`src/rtl/imem_loader.sv`:
```
// Instruction-memory loader: packs a big-endian byte stream into 32-bit words,
// writes them from BASE_ADDR upward and holds the CPU until the image is in.
// Optional macro IMEM_LOADER_TERMINATOR_EN appends a zero word after the image.
module imem_loader #(
  parameter logic [31:0] BASE_ADDR   = 32'h0040_0000,
  parameter int unsigned DEPTH_WORDS = 1024
) (
  input  logic        clk,
  input  logic        reset,
  input  logic        start,
  input  logic        in_valid,
  input  logic [7:0]  in_byte,
  input  logic        in_last,
  output logic        in_ready,
  output logic        mem_we,
  output logic [31:0] mem_addr,
  output logic [31:0] mem_wdata,
  output logic        cpu_hold,
  output logic        done,
  output logic [15:0] word_count,
  output logic        overflow
);

  localparam int unsigned CNT_W = 16;
  localparam logic [CNT_W-1:0] DEPTH_CNT = CNT_W'(DEPTH_WORDS);

`ifdef IMEM_LOADER_TERMINATOR_EN
  typedef enum logic [2:0] {IDLE, LOAD, FLUSH, TERM, DONE} state_t;
`else
  typedef enum logic [2:0] {IDLE, LOAD, FLUSH, DONE} state_t;
`endif

  state_t           state, state_next;
  logic [1:0]       byte_idx, byte_idx_next;
  logic [31:0]      asm_word, asm_next;
  logic [31:0]      merged;
  logic             mem_we_next, cpu_hold_next, done_next, overflow_next, in_ready_next;
  logic [31:0]      mem_addr_next, mem_wdata_next;
  logic [CNT_W-1:0] word_count_next;
  logic             wr_req;
  logic [31:0]      wr_data;

  // Place the incoming byte into its big-endian lane; lower lanes stay zero.
  always_comb begin
    merged = asm_word;
    case (byte_idx)
      2'd0:    merged = {in_byte, 24'h00_0000};
      2'd1:    merged = {asm_word[31:24], in_byte, 16'h0000};
      2'd2:    merged = {asm_word[31:16], in_byte, 8'h00};
      default: merged = {asm_word[31:8], in_byte};
    endcase
  end

  // Next-state and registered-output logic.
  always_comb begin
    state_next      = state;
    byte_idx_next   = byte_idx;
    asm_next        = asm_word;
    mem_we_next     = 1'b0;
    mem_addr_next   = mem_addr;
    mem_wdata_next  = mem_wdata;
    word_count_next = word_count;
    overflow_next   = overflow;
    done_next       = done;
    cpu_hold_next   = cpu_hold;
    in_ready_next   = 1'b0;
    wr_req          = 1'b0;
    wr_data         = 32'h0000_0000;

    case (state)
      IDLE, DONE: begin
        if (start) begin
          state_next      = LOAD;
          in_ready_next   = 1'b1;
          word_count_next = '0;
          overflow_next   = 1'b0;
          done_next       = 1'b0;
          cpu_hold_next   = 1'b1;
          byte_idx_next   = 2'd0;
          asm_next        = 32'h0000_0000;
        end
      end
      LOAD: begin
        in_ready_next = 1'b1;
        if (in_valid && in_ready) begin
          byte_idx_next = byte_idx + 2'd1;
          asm_next      = merged;
          if (byte_idx == 2'd3 || in_last) begin
            wr_req        = 1'b1;
            wr_data       = merged;
            asm_next      = 32'h0000_0000;
            byte_idx_next = 2'd0;
          end
          if (in_last) begin
            state_next    = FLUSH;
            in_ready_next = 1'b0;
          end
        end
      end
      FLUSH: begin
`ifdef IMEM_LOADER_TERMINATOR_EN
        state_next = TERM;
        wr_req     = 1'b1;
        wr_data    = 32'h0000_0000;
`else
        state_next    = DONE;
        done_next     = 1'b1;
        cpu_hold_next = 1'b0;
`endif
      end
`ifdef IMEM_LOADER_TERMINATOR_EN
      TERM: begin
        state_next    = DONE;
        done_next     = 1'b1;
        cpu_hold_next = 1'b0;
      end
`endif
      default: state_next = IDLE;
    endcase

    // Completed words beyond capacity are dropped and flagged.
    if (wr_req) begin
      if (word_count == DEPTH_CNT) begin
        overflow_next = 1'b1;
      end else begin
        mem_we_next     = 1'b1;
        mem_addr_next   = BASE_ADDR + (32'(word_count) << 2);
        mem_wdata_next  = wr_data;
        word_count_next = word_count + CNT_W'(1);
      end
    end
  end

  always_ff @(posedge clk or posedge reset) begin
    if (reset) begin
      state      <= IDLE;
      byte_idx   <= 2'd0;
      asm_word   <= 32'h0000_0000;
      in_ready   <= 1'b0;
      mem_we     <= 1'b0;
      mem_addr   <= BASE_ADDR;
      mem_wdata  <= 32'h0000_0000;
      cpu_hold   <= 1'b1;
      done       <= 1'b0;
      word_count <= '0;
      overflow   <= 1'b0;
    end else begin
      state      <= state_next;
      byte_idx   <= byte_idx_next;
      asm_word   <= asm_next;
      in_ready   <= in_ready_next;
      mem_we     <= mem_we_next;
      mem_addr   <= mem_addr_next;
      mem_wdata  <= mem_wdata_next;
      cpu_hold   <= cpu_hold_next;
      done       <= done_next;
      word_count <= word_count_next;
      overflow   <= overflow_next;
    end
  end

endmodule

```
`config.mk`:
```
export PLATFORM = sky130hd
export DESIGN_NAME = imem_loader
export DESIGN_NICKNAME = d
export VERILOG_FILES = /design/src/rtl/imem_loader.sv
export SDC_FILE = /design/constraint.sdc
export NUM_CORES = 1
export LEC_CHECK = 0
export ABC_AREA = 1
export ABC_CLOCK_PERIOD_IN_PS = 6700
export BUFFER_PORTS_ARGS = -buffer_cell sky130_fd_sc_hd__buf_2
export CAP_MARGIN = 0
export CORE_MARGIN = 10
export CORE_UTILIZATION = 59
export DETAILED_ROUTE_END_ITERATION = 10
export PLACE_DENSITY = 0.85
export SYNTH_ARGS = -nofsm -noshare
export SYNTH_HDL_FRONTEND = slang
export SYNTH_SLANG_ARGS = --single-unit
```
`constraint.sdc`:
```
create_clock -name clk -period 6.7 [get_ports clk]
set_clock_uncertainty 0.1 [all_clocks]
set_input_delay 1.34 -clock clk [delete_from_list [all_inputs] [get_ports clk]]
set_output_delay 1.34 -clock clk [all_outputs]
set_load 0.02 [all_outputs]
```
### Word-level counts from Yosys, hierarchy flattened

Cells that the tools add are included.

* register bits after elaboration: 122
* input bits: 13
* logic and storage cells: 73

* add/sub/neg operators: 3
* equal/unequal tests: 10
* multiplexer cells: 37
* bitwise gates (word level): 1
* reduce and logical (&&, ||, !) cells: 11

Operators with widths (number)
* 32-bit two-way mux: 6
* 32-bit one-hot mux with 3 select lines: 1
* 16-bit two-way mux: 4
* 32-bit one-hot mux with 2 select lines: 1
* 23-bit by 18-bit adder with 24-bit output (first input constant): 1
* 16-bit by 1-bit adder with 16-bit output (second input constant): 1
* 16-bit by 11-bit equality test with 1-bit output (second input constant): 1
* 1-bit two-way mux: 14
* 3-bit two-way mux: 3
* 3-bit one-hot mux with 3 select lines: 1
* 3-bit by 2-bit equality test with 1-bit output (second input constant): 2
* 2-bit two-way mux: 3
* 2-bit != test (second input constant): 3
* 1-bit one-hot mux with 2 select lines: 3
* 3-bit AND reduction: 2
* 2-bit equality test (second input constant): 2
* 2-bit one-hot mux with 2 select lines: 1
* 2-bit AND reduction: 2
* 2-bit nonzero test: 2
* 3-bit by 1-bit equality test with 1-bit output (second input constant): 1
* 3-bit logical NOT: 1
* 2-bit by 1-bit adder with 2-bit output (second input constant): 1
* 2-bit by 1-bit equality test with 1-bit output (second input constant): 1
* 2-bit logical NOT: 1
* 4 further kinds: 4

### Logic depth before layout (Yosys ltp)

Gate-level depths: netlist (run 1).

* word-level depth: 6
* mapped depth: 11

### Worst setup path after synthesis (run 1)

OpenSTA, ideal clock, no wires.

* kind: in2reg
* from: in in_valid
* to: reg mem_wdata[15]
* setup time: 0.130 ns
* data arrival time: 2.185 ns
* required time: 6.470 ns
* setup slack: 4.285 ns
* stages on the path: 9
* buffers on the path: 2
* path through: nand2_1 nor2_2 o21ai_1 inv_2 nand2_4 buf_6 buf_6 nand2_1 o21ai_0

* cells in the longest elaborated chain, start to end: 4
* elaborated cells on any way between the ends: 6
* classes of those cells: mux (4); reduce/logical (2)

RTL lines
* start: declaration: RTL line 11 `input logic in_valid,`
* 1-bit logical AND *: RTL line 85 `if (in_valid && in_ready) begin`
* 1-bit two-way mux: RTL line 85
* 1-bit two-way mux: RTL line 70 `case (state)`
* 2-bit AND reduction (no line)
* end signal: assignment: RTL line 154 `mem_wdata <= mem_wdata_next;`
* end: declaration: RTL line 17 `output logic [31:0] mem_wdata,`

Mark *: on every way between the ends. The rest lies on a longest branch, timed or not.
A chain may end at the register's enable or synchronous reset.

### Worst setup path in the final report (run 1)

* from: in in_last
* to: reg mem_addr[17]

* cells in the longest elaborated chain, start to end: 5

RTL lines
* start: declaration: RTL line 13 `input logic in_last,`
* 1-bit logical OR: RTL line 88 `if (byte_idx == 2'd3 || in_last) begin`
* 1-bit two-way mux: RTL line 88
* 1-bit two-way mux: RTL line 85
* 1-bit two-way mux: RTL line 70
* 2-bit AND reduction (no line)
* end signal: assignment: RTL line 153 `mem_addr <= mem_addr_next;`
* end: declaration: RTL line 16 `output logic [31:0] mem_addr,`

Every way passes these cells.

==> flow_metrics.tcl, run 1 <==
set metrics [dict create \
    via_per_inst 5.55 \
    area_delta_synth_final_pct 12.3 \
    routed_wl_mm 11.1 \
    vdd_ir_drop_max_v 0.000183 \
    ioPinCount 98 \
    cp_max_fo 97 \
    antenna_found_initial 0 \
    highest_layer "met4" \
    postSynthAreaPerCell_um2 8.63 \
    routedWlPerCell_um 15.7 \
    max_cap_viol_count 0 \
    drive_gt1_frac 0.187 \
    fin_area_um2 5140 \
    power.leakage_nw 2.65 \
    yosys.area.top_type_share 0.524 \
    drtAntennaViolNets 0 \
    drtIter0Drc 208 \
    synthArstFlopShare 1.00 \
    holdCritPathClass "reg -> reg" \
    core_um2 7650 \
    clock.fmax_mhz 296 \
    setup_tns_ps 0 \
    synth_flop_cell "dfrtp_1" \
    wl_met3_mm 1.00 \
    die_width_um 108 \
    hold_violations 0 \
    outcome "finished clean" \
    die_h_um 108 \
    synth_common_cells "154 x nand2_1, 96 x dfrtp_1, 78 x o21ai_0, 37 x inv_1, 24 x o21ai_1" \
    worstPathRequired_ps 6880 \
    crit_start "in_last" \
    cpPeakStageDelay_ps 720 \
    synth_top_area_cell "dfrtp_1" \
    finalSetupViolCount 0 \
    first_global_vias 3873 \
    placed_cell_area_um2 4920 \
    cts_made_buffers 9 \
    worstSetupPathType "in -> reg" \
    drc 0 \
    ctsResizeCount 0 \
    clkLatencyLatePin_ps 370 \
    port_buffers 81 \
    synth_cell_types 30 \
    rows 32 \
    timing.rr.start "byte_idx[0]" \
    syn_inst 531 \
    critPathLaunchType "primary input" \
    slew_violations 0 \
    critical_path.cell_chain "buf_2 > o21ai_1 > inv_2 > nand2_4 > nand2_1 > o21ai_0" \
    finalPower_mw 1.64 \
    start_util 0.599 \
    overflow 0 \
    netlist_area_um2 4580 \
    wl_met1_mm 4.47 \
    yosysWarningCount 0 \
    fin_crit_ps 3380 \
    cts.clk_slew.worst_paths_ps 100 \
    slowest_stage "nand2_4" \
    slew_headroom 0.296 \
    cts_setup_buffers 0 \
    dp_worst_setup_slack_ps 3040 \
    end_kind "flip-flop" \
    grt_usage 0.188 \
    setup_slack_ps 3320 \
    nets 620 \
    grt_pass1_wl_mm 18.1 \
    synth_edf_count 0 \
    gp_congestion 0.907 \
    synth_seq_cells 97 \
    cts_max_level 3 \
    grt_max_degree 98 \
    dr_wl_met2_mm 5.33 \
    cp.arrival_ps 3550 \
    min_period_over_period 0.504 \
    cts_root_buffer "clkbuf_8" \
    firstDrtPassIters 5 \
    synth_seq_area_share 0.530 \
    ctsLongestPathBuffers 2 \
    cts_tree "yes" \
    dieArea_um2 11700 \
    yosysMostFrequentCell "nand2_1" \
    netlist_top_cells_area "dfrtp_1 52%, nand2_1 13%, o21ai_0 8.5%" \
    max_slew.worst_pin.slew_ps 1060 \
    clock_sinks 97 \
    power_density_nw_per_um2 319 \
    hpwl_mm 7.89 \
    route.vias.total 3910 \
    hold_buffers 0 \
    diodes 0 \
    hold_ws_ps 372 \
    grt_setup_unrepaired "no" \
    hold_start "mem_addr[2]" \
]
## final timing paths
path / end / slack, ps / depth (start not counted)
worst max-delay path: mem_addr[17] / 3320 / 6
worst min-delay path: mem_addr[2] / 370 / 2
worst max register to register: mem_addr[17] / 3600 / 6
worst min register to register: mem_addr[2] / 370 / 2
max in group asynchronous: mem_wdata[28] / 4400 / 3
min in group asynchronous: done / 950 / 2
## state kept, by name, summed over array words and instances, names as in the netlist
signal,cells
asm_word,24
cpu_hold,1
mem_addr,16
byte_idx,2
mem_wdata,32
word_count,16
mem_we,1
done,1
state,2
overflow,1
in_ready,1
## power by group
group | leakage [nW] | internal, mW | switching (mW)
sequential | 1.33 | 0.669 | 0.0488
clock | 0.111 | 0.214 | 0.217
combinational | 1.21 | 0.136 | 0.355
total | 2.65 | 1.02 | 0.620
## per-stage QoR
step                 util  instances
floorplan               -        545
global placement    0.644        689
detailed placement  0.644        689
CTS                 0.673        705
global route        0.673        705
finish              0.673        705
## placed cells by master (no fill, tap or decap), types with 6 or more instances in the layout
cell type,instances
nand2_1,154
dfrtp_1,96
buf_2,81
o21ai_0,78
inv_1,36
o21ai_1,24
nand3_1,19
conb_1,16
nor2_1,14
a32oi_1,12
nand4_1,10
ha_1,9
clkbuf_8,9
a22oi_1,6
## logic make-up after synthesis
logic type               count (synthesis)  synth area share
AO/OA/AOI/OAI                          127             0.155
XOR/XNOR                                 5           0.00955
adder cells (fa/ha/maj)                  9            0.0246
buffers and inverters                   82            0.0901
flip-flops                              97             0.530
other                                    2           0.00164
AND/OR/NAND/NOR                        209             0.189
## routing by layer
| metal | global-route usage | vias to the layer above |
|---|---|---|
| met5 | 0 | - |
| met4 | 0.0811 | 0 |
| met2 | 0.311 | 156 |
| met3 | 0.0506 | 22 |
| met1 | 0.226 | 1867 |
| li1 | - | 1865 |
## worst max-delay path, delay by kind of cell
| family | cells | cell delay, ps |
|---|---|---|
| buffers and inverters | 2 | 460 |
| and+or+nand+nor | 2 | 850 |
| AOI/OAI and AO/OA | 2 | 820 |
## final cells by class
class / count / area, um2
clock buffers: 9 / 124
clock inverters: 7 / 98.8
fillers: 650 / 2500
inverters: 42 / 159
multi-input cells: 366 / 1790
flip-flops and latches: 97 / 2430
well taps: 102 / 128
repair buffers: 82 / 413
Power figures use the tool's default switching activity.
==> run 2: changes to the inputs <==
--- a/config.mk
+++ b/config.mk
@@ -6,13 +6,13 @@
 export NUM_CORES = 1
 export LEC_CHECK = 0
 export ABC_AREA = 1
-export ABC_CLOCK_PERIOD_IN_PS = 6700
+export ABC_CLOCK_PERIOD_IN_PS = 3300
 export BUFFER_PORTS_ARGS = -buffer_cell sky130_fd_sc_hd__buf_2
 export CAP_MARGIN = 0
 export CORE_MARGIN = 10
-export CORE_UTILIZATION = 59
+export CORE_UTILIZATION = 54
 export DETAILED_ROUTE_END_ITERATION = 10
-export PLACE_DENSITY = 0.85
+export PLACE_DENSITY = 0.79
 export SYNTH_ARGS = -nofsm -noshare
 export SYNTH_HDL_FRONTEND = slang
 export SYNTH_SLANG_ARGS = --single-unit
==> constraint.sdc (replaced) <==
create_clock -name clk -period 3.3 [get_ports clk]
set_clock_uncertainty 0.1 [all_clocks]
set_input_delay 0.66 -clock clk [delete_from_list [all_inputs] [get_ports clk]]
set_output_delay 0.66 -clock clk [all_outputs]
set_load 0.02 [all_outputs]
==> run 2 against run 1 <==
Against the previous run: wire length grew 2.5%; sequential cell count is the same; combinational power grew 110%; sequential share of layout area is the same; global-route usage shrank 1.0 points; sequential power grew 100%; critical path depth is the same; critical path type is now reg -> reg; highest routed layer unchanged.
==> flow_metrics.tcl, run 2 (synthesis gave the netlist of run 1 again) <==
set metrics [dict create \
    ctsLongestPathBuffers 2 \
    ctsResizeCount 0 \
    clkLatencyLatePin_ps 360 \
    end_kind "flip-flop" \
    cp_max_fo 97 \
    n_fill_cell 714 \
    rrSetupSlack_ps 440 \
    clock_sinks 97 \
    cts_made_buffers 9 \
    grt_usage 0.178 \
    final_common_cell "nand2_1" \
    cp.arrival_ps 3030 \
    cts_tree "yes" \
    grt_setup_unrepaired "no" \
    critPathLaunchType "flip-flop" \
    critical-path-top-delay-family "compound AO/OA/AOI/OAI gates" \
    core_um2 8260 \
    max_cap_viol_count 0 \
    grt_pass1_wl_mm 19.0 \
    holdCritPathClass "in -> async" \
    firstDrtPassIters 5 \
    die_width_um 112 \
    port_buffers 81 \
    routed_wl_mm 11.3 \
    rows 33 \
    power.leakage_nw 2.66 \
    max_slew.worst_pin.slew_ps 903 \
    mostFrequentLayoutCells "154 x nand2_1, 96 x dfrtp_1, 81 x buf_2, 78 x o21ai_0, 36 x inv_1" \
    cts_setup_buffers 0 \
    clock.fmax_mhz 350 \
    largest_reg_flops 32 \
    overflow 0 \
    dieArea_um2 12600 \
    diodes 0 \
    cts_root_buffer "clkbuf_8" \
    first_global_vias 3787 \
    finalSetupViolCount 0 \
    drtIter0Drc 207 \
    worstPathRequired_ps 3470 \
    start_util 0.555 \
    hpwl_mm 8.22 \
    min_period_over_period 0.867 \
    hold_buffers 0 \
    slew_violations 0 \
    drtAntennaViolNets 0 \
    grt_max_degree 98 \
    drive_gt1_frac 0.191 \
    cts_max_level 3 \
    hold_violations 0 \
    area_delta_synth_final_pct 12.3 \
    routedWlPerCell_um 15.9 \
    nets 623 \
    ioPinCount 98 \
    slowest_stage "o21ai_1" \
    slew_headroom 0.394 \
    largest_registers "mem_wdata: 32 flops, asm_word: 24 flops" \
    gp_congestion 0.941 \
    drc 0 \
    critical_path.cell_chain "ha_1 > o21ai_1 > inv_2 > nand2_8 > nand2_1 > o21ai_0" \
    antenna_found_initial 0 \
    via_per_inst 5.53 \
    outcome "finished clean" \
    utilization 0.623 \
    route.vias.total 3932 \
    cts.clk_slew.worst_paths_ps 100 \
    worstSetupPathType "reg -> reg" \
    setup_tns_ps 0 \
    die_h_um 112 \
    critPathBufInv 1 \
    cpPeakStageDelay_ps 750 \
    power_density_nw_per_um2 626 \
    regMostFlops "mem_wdata" \
    fin_crit_ps 2860 \
    vdd_ir_drop_max_v 0.000361 \
]
run 2: cell count changes in the layout (fill, tap and decap cells not counted):
cell        before  now
clkinv_4         0    4
buf_4            1    4
bufinv_16        2    0
clkinv_2         2    1
clkinvlp_4       1    0
inv_6            3    2
inv_8            0    1
nand2_4          1    0
nand2_8          0    1
run 2: worst paths after layout:
check,startpoint,end,depth (start not counted)
setup / recovery,byte_idx[0],mem_wdata[30],6
hold / removal,reset,word_count[1],2
setup reg to reg,byte_idx[0],mem_wdata[30],6
hold reg to reg,mem_wdata[10],mem_wdata[10],2
max in group asynchronous,reset,mem_addr[12],3
min in group clk,mem_wdata[10],mem_wdata[10],2
run 2: metrics by stage:
step	setup slack [ps]	hold slack (ps)	std cells	cell area [um2]	power, mW
detailed placement	265	374	695	4950	2.51
global route	259	391	711	5140	3.43
floorplan	7.93	348	545	4640	2.21
CTS	246	353	711	5140	3.24
finish	440	320	711	5140	3.22
global placement	398	360	695	4950	2.46
run 2: power breakdown:
group / internal [mW] / switching (mW)
clock: 0.290 / 0.452
combinational: 0.293 / 0.724
sequential: 1.36 / 0.101
total: 1.94 / 1.28
run 2: per-layer routing:
metal	vias up	wire, um	GRT usage
li1	1861	-	-
met1	1871	4800	0.231
met2	179	5400	0.282
met3	21	944	0.0469
met4	0	192	0.0618
met5	-	0	0
run 2: layout make-up:
type                       instances  area [um2]  share of cell area
tap                              105         131              0.0255
multi-input combinational        366        1800               0.350
inverter                          42         159              0.0309
sequential                        97        2430               0.472
clock buffer                       9         124              0.0241
clock inverter                     7        63.8              0.0124
timing repair buffer              85         435              0.0846
